File: src/rtl/i2c_target_regfile.sv
// rtl/i2c_target_regfile.sv - I2C target answering one address, fronting an auto-incrementing byte register file
// Define I2C_TGT_STRETCH_EN to hold scl low for STRETCH_CYCLES clocks after every ACK bit.
module i2c_target_regfile #(
    parameter int I2C_ADDR_WIDTH = 7,
    parameter int I2C_DATA_WIDTH = 8,
    parameter logic [I2C_ADDR_WIDTH-1:0] TARGET_ADDR = 7'h22,
    parameter int MEM_DEPTH = 16,
`ifdef I2C_TGT_STRETCH_EN
    parameter int STRETCH_CYCLES = 8,
`endif
    localparam int PTR_W = $clog2(MEM_DEPTH)
) (
    input  logic                      clk_i,
    input  logic                      rst_i,
    input  logic                      scl_i,
    input  logic                      sda_i,
    output logic                      scl_o,
    output logic                      sda_o,
    output logic                      busy_o,
    output logic                      wr_valid_o,
    output logic [PTR_W-1:0]          wr_addr_o,
    output logic [I2C_DATA_WIDTH-1:0] wr_data_o,
    output logic [PTR_W-1:0]          ptr_o
);
    typedef enum logic [3:0] {
        IDLE, ADDR, ADDR_ACK, PTR, PTR_ACK, WR_DATA, WR_ACK, RD_DATA, RD_ACK, IGNORE
    } state_t;

    localparam int MSB = I2C_DATA_WIDTH - 1;
    localparam logic [3:0] LAST_BIT = 4'(I2C_DATA_WIDTH - 1);
    localparam logic [3:0] ALL_BITS = 4'(I2C_DATA_WIDTH);

    state_t                  state, state_n;
    logic [2:0]              scl_sync, sda_sync;
    logic [3:0]              bit_cnt, cnt_n;
    logic [MSB:0]            shreg, sh_n, sh_in, rd_byte, rd_next;
    logic [PTR_W-1:0]        ptr, ptr_n, ptr_inc;
    logic                    sda_q, sda_n, busy_q, busy_n, wr_en;
    logic                    scl_rise, scl_fall, start_evt, stop_evt, addr_hit;
    logic                    wr_valid_q;
    logic [PTR_W-1:0]        wr_addr_q;
    logic [MSB:0]            wr_data_q;
    logic [MSB:0]            mem [MEM_DEPTH];

    // [1] is the synchronized wire, [2] its previous value for edge detection
    assign scl_rise  = scl_sync[1] & ~scl_sync[2];
    assign scl_fall  = ~scl_sync[1] & scl_sync[2];
    assign start_evt = scl_sync[1] & scl_sync[2] & ~sda_sync[1] & sda_sync[2];
    assign stop_evt  = scl_sync[1] & scl_sync[2] & sda_sync[1] & ~sda_sync[2];

    assign sh_in    = {shreg[MSB-1:0], sda_sync[1]};
    assign addr_hit = (sh_in[MSB -: I2C_ADDR_WIDTH] == TARGET_ADDR) && (sh_in[MSB -: I2C_ADDR_WIDTH] != '0);
    assign ptr_inc  = ptr + PTR_W'(1);
    assign rd_byte  = mem[ptr];
    assign rd_next  = mem[ptr_inc];

    always_comb begin
        state_n = state;
        cnt_n   = bit_cnt;
        sh_n    = shreg;
        ptr_n   = ptr;
        sda_n   = sda_q;
        busy_n  = busy_q;
        wr_en   = 1'b0;
        if (start_evt) begin
            state_n = ADDR;
            cnt_n   = '0;
            sda_n   = 1'b1;
            busy_n  = 1'b0;
        end else if (stop_evt) begin
            state_n = IDLE;
            cnt_n   = '0;
            sda_n   = 1'b1;
            busy_n  = 1'b0;
        end else begin
            case (state)
                ADDR: if (scl_rise) begin
                    sh_n  = sh_in;
                    cnt_n = bit_cnt + 4'd1;
                    if (bit_cnt == LAST_BIT) begin
                        state_n = addr_hit ? ADDR_ACK : IGNORE;
                        busy_n  = addr_hit;
                    end
                end
                // first falling edge pulls sda low, the next one ends the ACK bit
                ADDR_ACK, PTR_ACK, WR_ACK: if (scl_fall) begin
                    if (sda_q) begin
                        sda_n = 1'b0;
                    end else begin
                        sda_n = 1'b1;
                        cnt_n = '0;
                        if (state != ADDR_ACK) begin
                            state_n = WR_DATA;
                        end else if (shreg[0]) begin
                            state_n = RD_DATA;
                            sda_n   = rd_byte[MSB];
                            sh_n    = {rd_byte[MSB-1:0], 1'b0};
                            cnt_n   = 4'd1;
                        end else begin
                            state_n = PTR;
                        end
                    end
                end
                PTR, WR_DATA: if (scl_rise) begin
                    sh_n  = sh_in;
                    cnt_n = bit_cnt + 4'd1;
                    if (bit_cnt == LAST_BIT) begin
                        if (state == PTR) begin
                            ptr_n   = sh_in[PTR_W-1:0];
                            state_n = PTR_ACK;
                        end else begin
                            wr_en   = 1'b1;
                            ptr_n   = ptr_inc;
                            state_n = WR_ACK;
                        end
                    end
                end
                RD_DATA: if (scl_fall) begin
                    if (bit_cnt == ALL_BITS) begin
                        sda_n   = 1'b1;
                        state_n = RD_ACK;
                    end else begin
                        sda_n = shreg[MSB];
                        sh_n  = {shreg[MSB-1:0], 1'b0};
                        cnt_n = bit_cnt + 4'd1;
                    end
                end
                RD_ACK: if (scl_rise) begin
                    if (!sda_sync[1]) begin
                        ptr_n   = ptr_inc;
                        sh_n    = rd_next;
                        cnt_n   = '0;
                        state_n = RD_DATA;
                    end else begin
                        busy_n  = 1'b0;
                        state_n = IGNORE;
                    end
                end
                default: ;
            endcase
        end
    end

    always_ff @(posedge clk_i or posedge rst_i) begin
        if (rst_i) begin
            scl_sync   <= '1;
            sda_sync   <= '1;
            state      <= IDLE;
            bit_cnt    <= '0;
            shreg      <= '0;
            ptr        <= '0;
            sda_q      <= 1'b1;
            busy_q     <= 1'b0;
            wr_valid_q <= 1'b0;
            wr_addr_q  <= '0;
            wr_data_q  <= '0;
            for (int i = 0; i < MEM_DEPTH; i++) mem[i] <= '0;
        end else begin
            scl_sync   <= {scl_sync[1:0], scl_i};
            sda_sync   <= {sda_sync[1:0], sda_i};
            state      <= state_n;
            bit_cnt    <= cnt_n;
            shreg      <= sh_n;
            ptr        <= ptr_n;
            sda_q      <= sda_n;
            busy_q     <= busy_n;
            wr_valid_q <= wr_en;
            if (wr_en) begin
                mem[ptr]  <= sh_in;
                wr_addr_q <= ptr;
                wr_data_q <= sh_in;
            end
        end
    end

`ifdef I2C_TGT_STRETCH_EN
    localparam int SW = $clog2(STRETCH_CYCLES + 1);
    logic          ack_end, scl_q;
    logic [SW-1:0] stretch_cnt;

    // falling edge that closes an ACK bit; a read ACK is closed inside RD_DATA
    assign ack_end = scl_fall && (((state == ADDR_ACK || state == PTR_ACK || state == WR_ACK) && !sda_q)
                                  || (state == RD_DATA && bit_cnt == 4'd0));

    always_ff @(posedge clk_i or posedge rst_i) begin
        if (rst_i) begin
            stretch_cnt <= '0;
            scl_q       <= 1'b1;
        end else if (start_evt || stop_evt) begin
            stretch_cnt <= '0;
            scl_q       <= 1'b1;
        end else if (ack_end) begin
            stretch_cnt <= SW'(STRETCH_CYCLES - 1);
            scl_q       <= 1'b0;
        end else if (stretch_cnt != '0) begin
            stretch_cnt <= stretch_cnt - SW'(1);
        end else begin
            scl_q <= 1'b1;
        end
    end
    assign scl_o = scl_q;
`else
    assign scl_o = 1'b1;
`endif

    assign sda_o      = sda_q;
    assign busy_o     = busy_q;
    assign wr_valid_o = wr_valid_q;
    assign wr_addr_o  = wr_addr_q;
    assign wr_data_o  = wr_data_q;
    assign ptr_o      = ptr;
endmodule

File: config.mk
export PLATFORM = sky130hd
export DESIGN_NAME = i2c_target_regfile
export DESIGN_NICKNAME = d
export VERILOG_FILES = /design/src/rtl/i2c_target_regfile.sv
export SDC_FILE = /design/constraint.sdc
export NUM_CORES = 1
export LEC_CHECK = 0
export CORE_ASPECT_RATIO = 1.5
export CORE_MARGIN = 1
export CORE_UTILIZATION = 46
export CTS_CLUSTER_SIZE = 12
export DETAILED_ROUTE_END_ITERATION = 7
export PLACE_DENSITY = 0.67
export SLEW_MARGIN = 20
export SYNTH_ARGS = -nofsm -noshare
export SYNTH_HDL_FRONTEND = slang
export SYNTH_SLANG_ARGS = --single-unit
File: constraint.sdc
create_clock -name clk_i -period 5.4 [get_ports clk_i]
set_clock_uncertainty 0.2 [all_clocks]
set_input_delay 1.08 -clock clk_i [delete_from_list [all_inputs] [get_ports clk_i]]
set_output_delay 1.08 -clock clk_i [all_outputs]
set_load 0.01 [all_outputs]
==> run metrics, run 1 <==
worst r2r src=ptr_o[1]; Synth area leader=dfrtp_1; GR Overflow Total=0; Worst EP arrival=3.68 ns; drt pass-1 iters=5; Post-synth EDFFs=0; Detailed Place HPWL=16480 um; syn avg cell area=between 10 and 15 um^2; Final Cycle Share=between 60% and 70%; CTS H-tree lvls=4; cts repair resizes=0; Initial Util=46.86%; setup repair bufs after CTS=0; Root Driver=clkbuf_16; Longest Clk Path Bufs=2; Max Cap Viol=0; top-count cell post-synth=dfrtp_1; Final Power=3.910 mW; worst vdd ir=258.7 uV; Post-Syn Area=between 9000 and 10000 um^2; Peak Freq=roughly 280 MHz; pwr dens=about 380 nW/um^2; worst slew pin tran=1.023 ns; Critical Path Fanout Max=39; Seq/Total Area, Yosys=a little under half; Place WS=1.808 ns; YS warnings=0; R2R cell count=9; max_slew headroom=a little under a third; FF+latch area=approximately 4200 um^2; share of layout cells above drive strength 1=about 40%; Worst setup EP type=flop; Leak Pwr=around 4.4 nW; Max stage delay on crit path=slightly below 0.8 ns; Main synth FF type=dfrtp_1; Register-to-Register Setup Slack=between 1.5 and 2 ns; die area=between 20000 and 25000 um^2; final setup margin=around 1.8 ns; share of flip-flops with an asynchronous set or reset=between 90% and 100%; DR vias=roughly 6300; Antenna Violating Nets Remaining=0; clock sinks=169; Tmin final=about 3.6 ns; Crit path buffers/inverters=3; port buffer count=22; clk_lat worst skew=approximately 0.45 ns; first-pass GRT wire length=38670 um; drt drc=0; Setup CP Type=reg2reg; fillers=around 1600; CP Launch Type=flop; Clk pin slew, worst setup/hold paths=~0.060 ns; CTS Hold Buffers Added=0; Final Hold Viols=0; GRT Overall Usage=approximately 25%; total wire length=between 20000 and 25000 um; crit path from=ptr_o[1]; Syn Nets=716; FP Rows=63; slowest cell on the critical path=ha_1; end of the critical path=shreg[1]; number of diodes=0; required time of the critical path=about 5.5 ns; RSZ-0062 raised after global routing=false; core footprint=19790 um^2; Vias per Instance=about 6.4; GPL Wtd Cong=0.8829; Die H=175.9 um; synthesized instance count=about 700; Nets=roughly 720; IO Pins=24; worst hold path type=reg2reg; initial antenna violation count=0; main area contributors after synthesis=dfrtp_1 (44%), mux2_2 (17%), mux4_2 (15%), mux2i_1 (2.2%), dfstp_2 (2.0%); CP top delay family=buffers and inverters; Inserted Clock Buffers=17; Final Setup Violations=0; area of the multi-input gates=between 4000 and 5000 um^2; Initial DRC Count=534; Syn-to-layout area delta=10.70%; critical path cell sequence=buf_4, inv_1, ha_1, buf_4, mux4_2, mux2i_1, o22ai_1, a2111oi_0, a21oi_1; Seq cells post-synth=169; Worst path depth=9; FF-to-FF End=shreg[1]; Sum Neg Setup Slack=0 ns; DR WL/cell=~25 um; vias in the first global route=slightly below 7000; CTS tree=done; most frequent CP cell=buf_4; top cell types by occurrence after synthesis=dfrtp_1 (162), mux2_2 (143), mux4_2 (63); fin. max-slew vios=0; Yosys top cell area share=around 44%; status=finished clean; die width=117.9 um; largest net degree at the start of global routing=64; Netlist cell types=61
==> layer usage <==
layer | GRT usage (%) | up-vias | part of all wire, %
li1 | - | 2668 | -
met1 | 27.73 | 3259 | 37
met2 | 43.50 | 237 | 53
met3 | 3.961 | 94 | 4.0
met4 | 16.77 | 0 | 6.1
met5 | 0 | - | 0
==> power by group <==
part	internal, mW	leakage (nW)	total (mW)	switching, mW
Sequential	1.33	2.31	1.66	0.327
Combinational	0.448	1.86	1.08	0.629
Clock	0.674	0.262	1.17	0.499
==> logic make-up (layout without fill, tap and decap cells) <==
group / after synthesis / count (layout) / synth area share (%)
xor+xnor: 5 / 5 / 0.4724
other cells: 1 / 1 / 0.04045
flops: 169 / 169 / 45.71
fa+ha+maj: 6 / 6 / 0.8097
compound gates: 98 / 98 / 6.990
simple gates: 136 / 136 / 8.205
buf+inv: 64 / 75 / 2.821
mux: 227 / 227 / 34.95
==> metrics by stage <==
stage | hold WS (ns) | std cells | instance area (um^2) | util (%)
final | 0.1564 | 977 | 10260 | 51.88
after global routing | 0.1641 | 977 | 10260 | 51.88
after CTS | 0.1578 | 977 | 10260 | 51.88
after detailed placement | 0.1491 | 948 | 9709 | 49.07
after global placement | 0.1504 | 948 | 9709 | 49.07
after floorplan | 0.1452 | 706 | 9275 | -
==> registers in the layout, indices dropped and copies added, names as in the netlist <==
name        flops
busy_o          1
wr_valid_o      1
sda_o           1
mem           128
state           4
scl_sync        3
ptr_o           4
bit_cnt         4
wr_data_o       8
sda_sync        3
shreg           8
wr_addr_o       4
==> placed cells by master (no fill, tap or decap), types with 10 or more instances in the layout <==
cell and count:
dfrtp_1 160, mux2_2 143, mux4_2 63, nand2_1 38
a21oi_1 28, nor2_1 25, clkdlybuf4s50_1 22, mux2i_1 20
clkbuf_16 17, nor3_1 14, o21ai_0 13, buf_4 13
nor2_2 12, nand3_1 11, inv_1 10, o22ai_1 10
a22oi_1 10
==> layout make-up <==
class | count | area share (%)
clock buffers | 22 | 4.718
clock inverters | 7 | 0.6827
inverters | 11 | 0.4389
multi-input cells | 473 | 46.56
flip-flops and latches | 169 | 41.34
well taps | 260 | 3.170
repair buffers | 35 | 3.096
==> worst register-to-register path, stage by stage (launching register included) <==
cell       delay [ns]
dfrtp_2          0.34
buf_4            0.48
inv_1            0.20
ha_1             0.77
buf_4            0.36
mux4_2           0.35
mux2i_1          0.14
o22ai_1          0.09
a2111oi_0        0.39
a21oi_1          0.12
==> worst min-delay path by stage <==
stage	startpoint	to	cells after the start
floorplan	scl_sync[0]	scl_sync[1]	0
global placement	sda_sync[0]	sda_sync[1]	0
detailed placement	sda_sync[0]	sda_sync[1]	0
CTS	sda_sync[0]	sda_sync[1]	0
global route	sda_sync[0]	sda_sync[1]	0
finish	sda_sync[0]	sda_sync[1]	0
Power figures use the tool's default switching activity.
==> run 2: changes to the inputs <==
--- a/config.mk
+++ b/config.mk
@@ -10,7 +10,7 @@
 export CORE_UTILIZATION = 46
 export CTS_CLUSTER_SIZE = 12
 export DETAILED_ROUTE_END_ITERATION = 7
-export PLACE_DENSITY = 0.67
+export PLACE_DENSITY = 0.64
 export SLEW_MARGIN = 20
 export SYNTH_ARGS = -nofsm -noshare
 export SYNTH_HDL_FRONTEND = slang
==> constraint.sdc (replaced) <==
create_clock -name clk_i -period 3.7 [get_ports clk_i]
set_clock_uncertainty 0.2 [all_clocks]
set_input_delay 0.74 -clock clk_i [delete_from_list [all_inputs] [get_ports clk_i]]
set_output_delay 0.74 -clock clk_i [all_outputs]
set_load 0.01 [all_outputs]
==> run 2 against run 1 <==
Compared with the run above: setup slack worse by 1.0 ns; maximum frequency up 24%; via count up 0.37%; power up 49%; first-iteration DRC count down 26%.
==> run metrics, run 2 (synthesis gave the netlist of run 1 again) <==
largest net degree at the start of global routing=93 (+45%); Initial Util=46.86% (unchanged); DR WL/cell=24.19 um (-1.4%); Sum Neg Setup Slack=0 ns (unchanged); commonest non-fill, non-tap cells in the layout=dfrtp_1 (160), mux2_2 (143), mux4_2 (63); share of layout cells above drive strength 1=41.27% (+1.7 points); CTS Hold Buffers Added=0 (unchanged); Final Cycle Share=78.10% (+12 points); cts repair resizes=0 (unchanged); Detailed Place HPWL=16810 um (+2.0%); CP Launch Type=flop; slowest cell on the critical path=dfrtp_1; Final Setup Violations=0 (unchanged); Max stage delay on crit path=0.75 ns (-0.02 ns); Antenna Violating Nets Remaining=0 (unchanged); CTS tree=done; final instance area=10450 um^2 (+1.9%); placed instance area=9897 um^2 (+1.9%); worst hold path type=reg2reg; Initial DRC Count=397 (-26%); setup repair bufs after CTS=0 (unchanged); first-pass GRT wire length=38650 um (about the same); clock sinks=169 (unchanged); IO Pins=24 (unchanged); Syn-to-layout area delta=12.75%; worst slew pin tran=1.093 ns (+0.07005 ns); core footprint=19790 um^2 (unchanged); worst vdd ir=431.1 uV (+67%); initial antenna violation count=0 (unchanged); Critical Path Fanout Max=17 (-56%); Worst setup EP type=flop; Nets=737 (+2.8%); most common cell after layout, fill and taps aside=dfrtp_1; number of diodes=0 (unchanged); Longest Clk Path Bufs=2 (unchanged); CTS H-tree lvls=4 (unchanged); clk_lat worst skew=0.44 ns (about the same); port buffer count=22 (unchanged); total wire length=24170 um (+0.87%); Root Driver=clkbuf_16; Peak Freq=346.1 MHz (+24%); required time of the critical path=3.82 ns (-1.69 ns); max_slew headroom=26.59% (-4.7 points); GRT Overall Usage=25.07% (+0.25 points); Top reg by flops=mem; GR Overflow Total=0 (unchanged); Leak Pwr=4.547 nW (+2.6%); Final Hold Viols=0 (unchanged); Die H=175.9 um (unchanged); Inserted Clock Buffers=17 (unchanged); vias in the first global route=6712 (-0.83%); Setup CP Type=reg2reg; pwr dens=556.1 nW/um^2 (+46%); Clk pin slew, worst setup/hold paths=0.06 ns (about the same); RSZ-0062 raised after global routing=false; drt pass-1 iters=5 (unchanged); fin. max-slew vios=0 (unchanged); Tmin final=2.890 ns (-0.6828 ns); die width=117.9 um (unchanged); Max Cap Viol=0 (unchanged); status=finished clean; critical path cell sequence=nand2_1, or2_2, a31oi_1, nor2_1, a211oi_1, mux2_2; GPL Wtd Cong=0.9385 (+6.3%); Worst EP arrival=3.01 ns (-0.67 ns); DR vias=6281 (+0.37%); Vias per Instance=6.287 (-1.8%); die area=20740 um^2 (unchanged); FP Rows=63 (unchanged); max FFs per register=128 (unchanged); drt drc=0 (unchanged)
[run 2: cell count changes in the layout (fill, tap and decap cells not counted)]
cell      delta
buf_12       +3
buf_4       +17
clkbuf_8     -2
clkbuf_1     +1
clkinv_4     +2
inv_6        +1
[run 2: worst paths after layout]
path	start	endpoint	slack [ns]	cells past startpoint
min reg2reg	scl_sync[0]	scl_sync[1]	0.16	0
max	state[1]	shreg[0]	0.81	6
min	scl_sync[0]	scl_sync[1]	0.16	0
max reg2reg	state[1]	shreg[0]	0.81	6
max in group asynchronous	rst_i	mem[84]	1.89	3
min in group asynchronous	rst_i	wr_addr_o[0]	0.52	2
[run 2: cell type report]
class	instances	area [um^2]
inverter	11	45.04
fill	1668	9331
clock inverter	10	96.34
timing repair buffer	55	505.5
multi-input combinational	473	4778
clock buffer	21	460.4
tap	260	325.3
sequential	169	4243
[run 2: routing by layer]
layer | track usage (%) | up-vias | part of all wire, %
met3 | 4.643 | 73 | 4.1
met4 | 14.96 | 0 | 5.4
met5 | 0 | - | 0
li1 | - | 2718 | -
met2 | 44.46 | 217 | 54
met1 | 27.93 | 3273 | 37
[run 2: metrics by stage]
| step | worst slack, ns | std cells | util [%] | power (mW) | hold slack, ns |
|---|---|---|---|---|---|
| after floorplan | 0.03082 | 706 | - | 3.519 | 0.1452 |
| after global placement | 0.9002 | 968 | 50.02 | 4.091 | 0.1500 |
| after detailed placement | 0.8718 | 968 | 50.02 | 4.134 | 0.1497 |
| after CTS | 0.7709 | 999 | 52.84 | 5.835 | 0.1615 |
| after global routing | 0.6907 | 999 | 52.84 | 6.101 | 0.1645 |
| final | 0.8104 | 999 | 52.84 | 5.813 | 0.1590 |
[run 2: power by group]
| group | internal [mW] | switching (mW) | leakage, nW |
|---|---|---|---|
| sequential | 1.95 | 0.153 | 2.31 |
| combinational | 0.749 | 1.25 | 1.98 |
| clock | 0.958 | 0.745 | 0.262 |
| total | 3.66 | 2.15 | 4.55 |
[run 2: worst max-delay path: cells and delay by family, from the launching register on]
| family | cells | cell delay [ns] |
|---|---|---|
| compound gates | 2 | 0.60 |
| mux | 1 | 0.38 |
| simple gates | 3 | 0.85 |
| flops | 1 | 0.75 |
==> run 3: changes to the inputs <==
--- a/config.mk
+++ b/config.mk
@@ -10,7 +10,7 @@
 export CORE_UTILIZATION = 46
 export CTS_CLUSTER_SIZE = 12
 export DETAILED_ROUTE_END_ITERATION = 7
-export PLACE_DENSITY = 0.64
+export PLACE_DENSITY = 0.67
 export SLEW_MARGIN = 20
 export SYNTH_ARGS = -nofsm -noshare
 export SYNTH_HDL_FRONTEND = slang
==> constraint.sdc (replaced) <==
create_clock -name clk_i -period 2.55 [get_ports clk_i]
set_clock_uncertainty 0.2 [all_clocks]
set_input_delay 0.51 -clock clk_i [delete_from_list [all_inputs] [get_ports clk_i]]
set_output_delay 0.51 -clock clk_i [all_outputs]
set_load 0.01 [all_outputs]
==> run 3 against run 2 <==
Compared with the run above: maximum frequency up 15%; clock power is 48% higher; combinational power is 70% higher; critical path depth decreased by 1; highest routed layer unchanged.
==> run metrics, run 3 (synthesis gave the netlist of run 1 again) <==
Die H=175.9 um (unchanged); slowest cell on the critical path=mux4_2; Critical Path Fanout Max=25 (+8); Final Setup Violations=0 (unchanged); Root Driver=clkbuf_16; Sum Neg Setup Slack=0 ns (unchanged); FF-to-FF End=shreg[0]; port buffer count=22 (unchanged); number of diodes=0 (unchanged); Hold Path Sink=sda_sync[1]; Syn-to-layout area delta=20.39%; total wire length=24630 um (+1.9%); Setup CP Type=reg2reg; DR vias=6544 (+4.2%); hold path cells=0 (unchanged); worst vdd ir=521.3 uV (+21%); Final Hold Viols=0 (unchanged); Worst EP arrival=2.64 ns (-0.37 ns); Final Cycle Share=98.38% (+20 points); crit path from=ptr_o[0]; Peak Freq=398.6 MHz (+15%); Hold Startpoint=sda_sync[0]; drt pass-1 iters=5 (unchanged); status=finished clean; Register-to-Register Setup Slack=0.04 ns (-0.77 ns); share of layout cells above drive strength 1=46.48% (+5.2 points); Max stage delay on crit path=0.54 ns (-0.21 ns); R2R cell count=5 (-1); CTS Hold Buffers Added=0 (unchanged); pwr dens=798.6 nW/um^2 (+44%); drt drc=0 (unchanged); required time of the critical path=2.68 ns (-1.14 ns); initial antenna violation count=0 (unchanged); CTS tree=done; core footprint=19790 um^2 (unchanged); Top reg by flops=mem; Worst setup EP type=flop; first-pass GRT wire length=39530 um (+2.3%); clk_lat worst skew=0.44 ns (about the same); max_slew headroom=55.23% (+29 points); CP top delay family=multiplexers; Tmin final=2.509 ns (-0.3809 ns); die width=117.9 um (unchanged); Antenna Violating Nets Remaining=0 (unchanged); clock sinks=169 (unchanged); Place WS=-0.0006100 ns (-0.8724 ns); Longest Clk Path Bufs=2 (unchanged); Initial Util=46.86% (unchanged); CTS H-tree lvls=4 (unchanged); Final Power=8.914 mW (+53%); largest net degree at the start of global routing=64 (-31%); most frequent CP cell=mux4_2; commonest non-fill, non-tap cells in the layout=dfrtp_1 (158), mux2_2 (136), mux4_2 (63); Initial DRC Count=519 (+31%); worst slew pin tran=0.6660 ns (-0.4268 ns); Vias per Instance=6.286 (about the same); Detailed Place HPWL=17320 um (+3.0%); GR Overflow Total=0 (unchanged); Leak Pwr=4.826 nW (+6.1%); FP Rows=63 (unchanged); die area=20740 um^2 (unchanged); fin. max-slew vios=0 (unchanged); CP Launch Type=flop; RSZ-0062 raised after global routing=true; fillers=1527 (-8.5%); Nets=778 (+5.6%); IO Pins=24 (unchanged); Clk pin slew, worst setup/hold paths=0.07 ns (about the same); vias in the first global route=6945 (+3.5%); Inserted Clock Buffers=17 (unchanged); max FFs per register=128 (unchanged); worst hold path type=reg2reg; GRT Overall Usage=25.36% (+0.29 points); critical path cell sequence=buf_12, mux4_2, mux4_2, a32o_1, mux2_2; GPL Wtd Cong=0.9420 (+0.37%); final setup margin=0.04134 ns (-0.7691 ns); worst r2r src=ptr_o[0]; most common cell after layout, fill and taps aside=dfrtp_1; DR WL/cell=23.66 um (-2.2%); Max Cap Viol=0 (unchanged); Crit path buffers/inverters=1 (+1)
[run 3: final cells by class]
class / count / area, um^2 / area share, %
clock inverter: 10 / 95.09 / 0.8519
multi-input combinational: 473 / 4942 / 44.28
inverter: 11 / 47.55 / 0.4260
clock buffer: 22 / 474.2 / 4.248
timing repair buffer: 96 / 1032 / 9.248
tap: 260 / 325.3 / 2.914
sequential: 169 / 4245 / 38.03
[run 3: metal layers]
metal / GRT usage [%] / part of all wire (%) / vias up
met5: 0 / 0 / -
met4: 16.99 / 6.3 / 0
met3: 3.539 / 4.6 / 97
met2: 43.97 / 53 / 283
met1: 29.17 / 36 / 3373
li1: - / - / 2791
[run 3: report_power, final]
group / total [mW] / switching, mW / internal (mW)
clock network: 2.51 / 1.09 / 1.42
registers: 3.00 / 0.164 / 2.84
logic: 3.40 / 2.01 / 1.39
[run 3: metrics by stage]
stage | utilization [%] | area, um^2 | instances | hold WS, ns
after floorplan | - | 9445 | 706 | 0.1452
after global placement | 53.03 | 10490 | 1007 | 0.1491
after detailed placement | 53.03 | 10490 | 1007 | 0.1468
after CTS | 55.96 | 11070 | 1040 | 0.1561
after global routing | 56.42 | 11160 | 1041 | 0.1665
final | 56.42 | 11160 | 1041 | 0.1560
[run 3: timing repair]
action / CTS / global route
gates resized for setup: 2 / 20
setup endpoints to repair: 1 / 57
buffers inserted: 0 / 1
pin swaps: 0 / 3
endpoints found under the hold margin: 0 / 0
cloned: 1 / 0
[run 3: worst max-delay path by stage]
| stage | to | cells after the start |
|---|---|---|
| final | shreg[0] | 5 |
| after detailed placement | shreg[1] | 8 |
| after global placement | shreg[4] | 8 |
| after CTS | shreg[1] | 8 |
| after floorplan | shreg[0] | 11 |
| after global routing | shreg[0] | 5 |
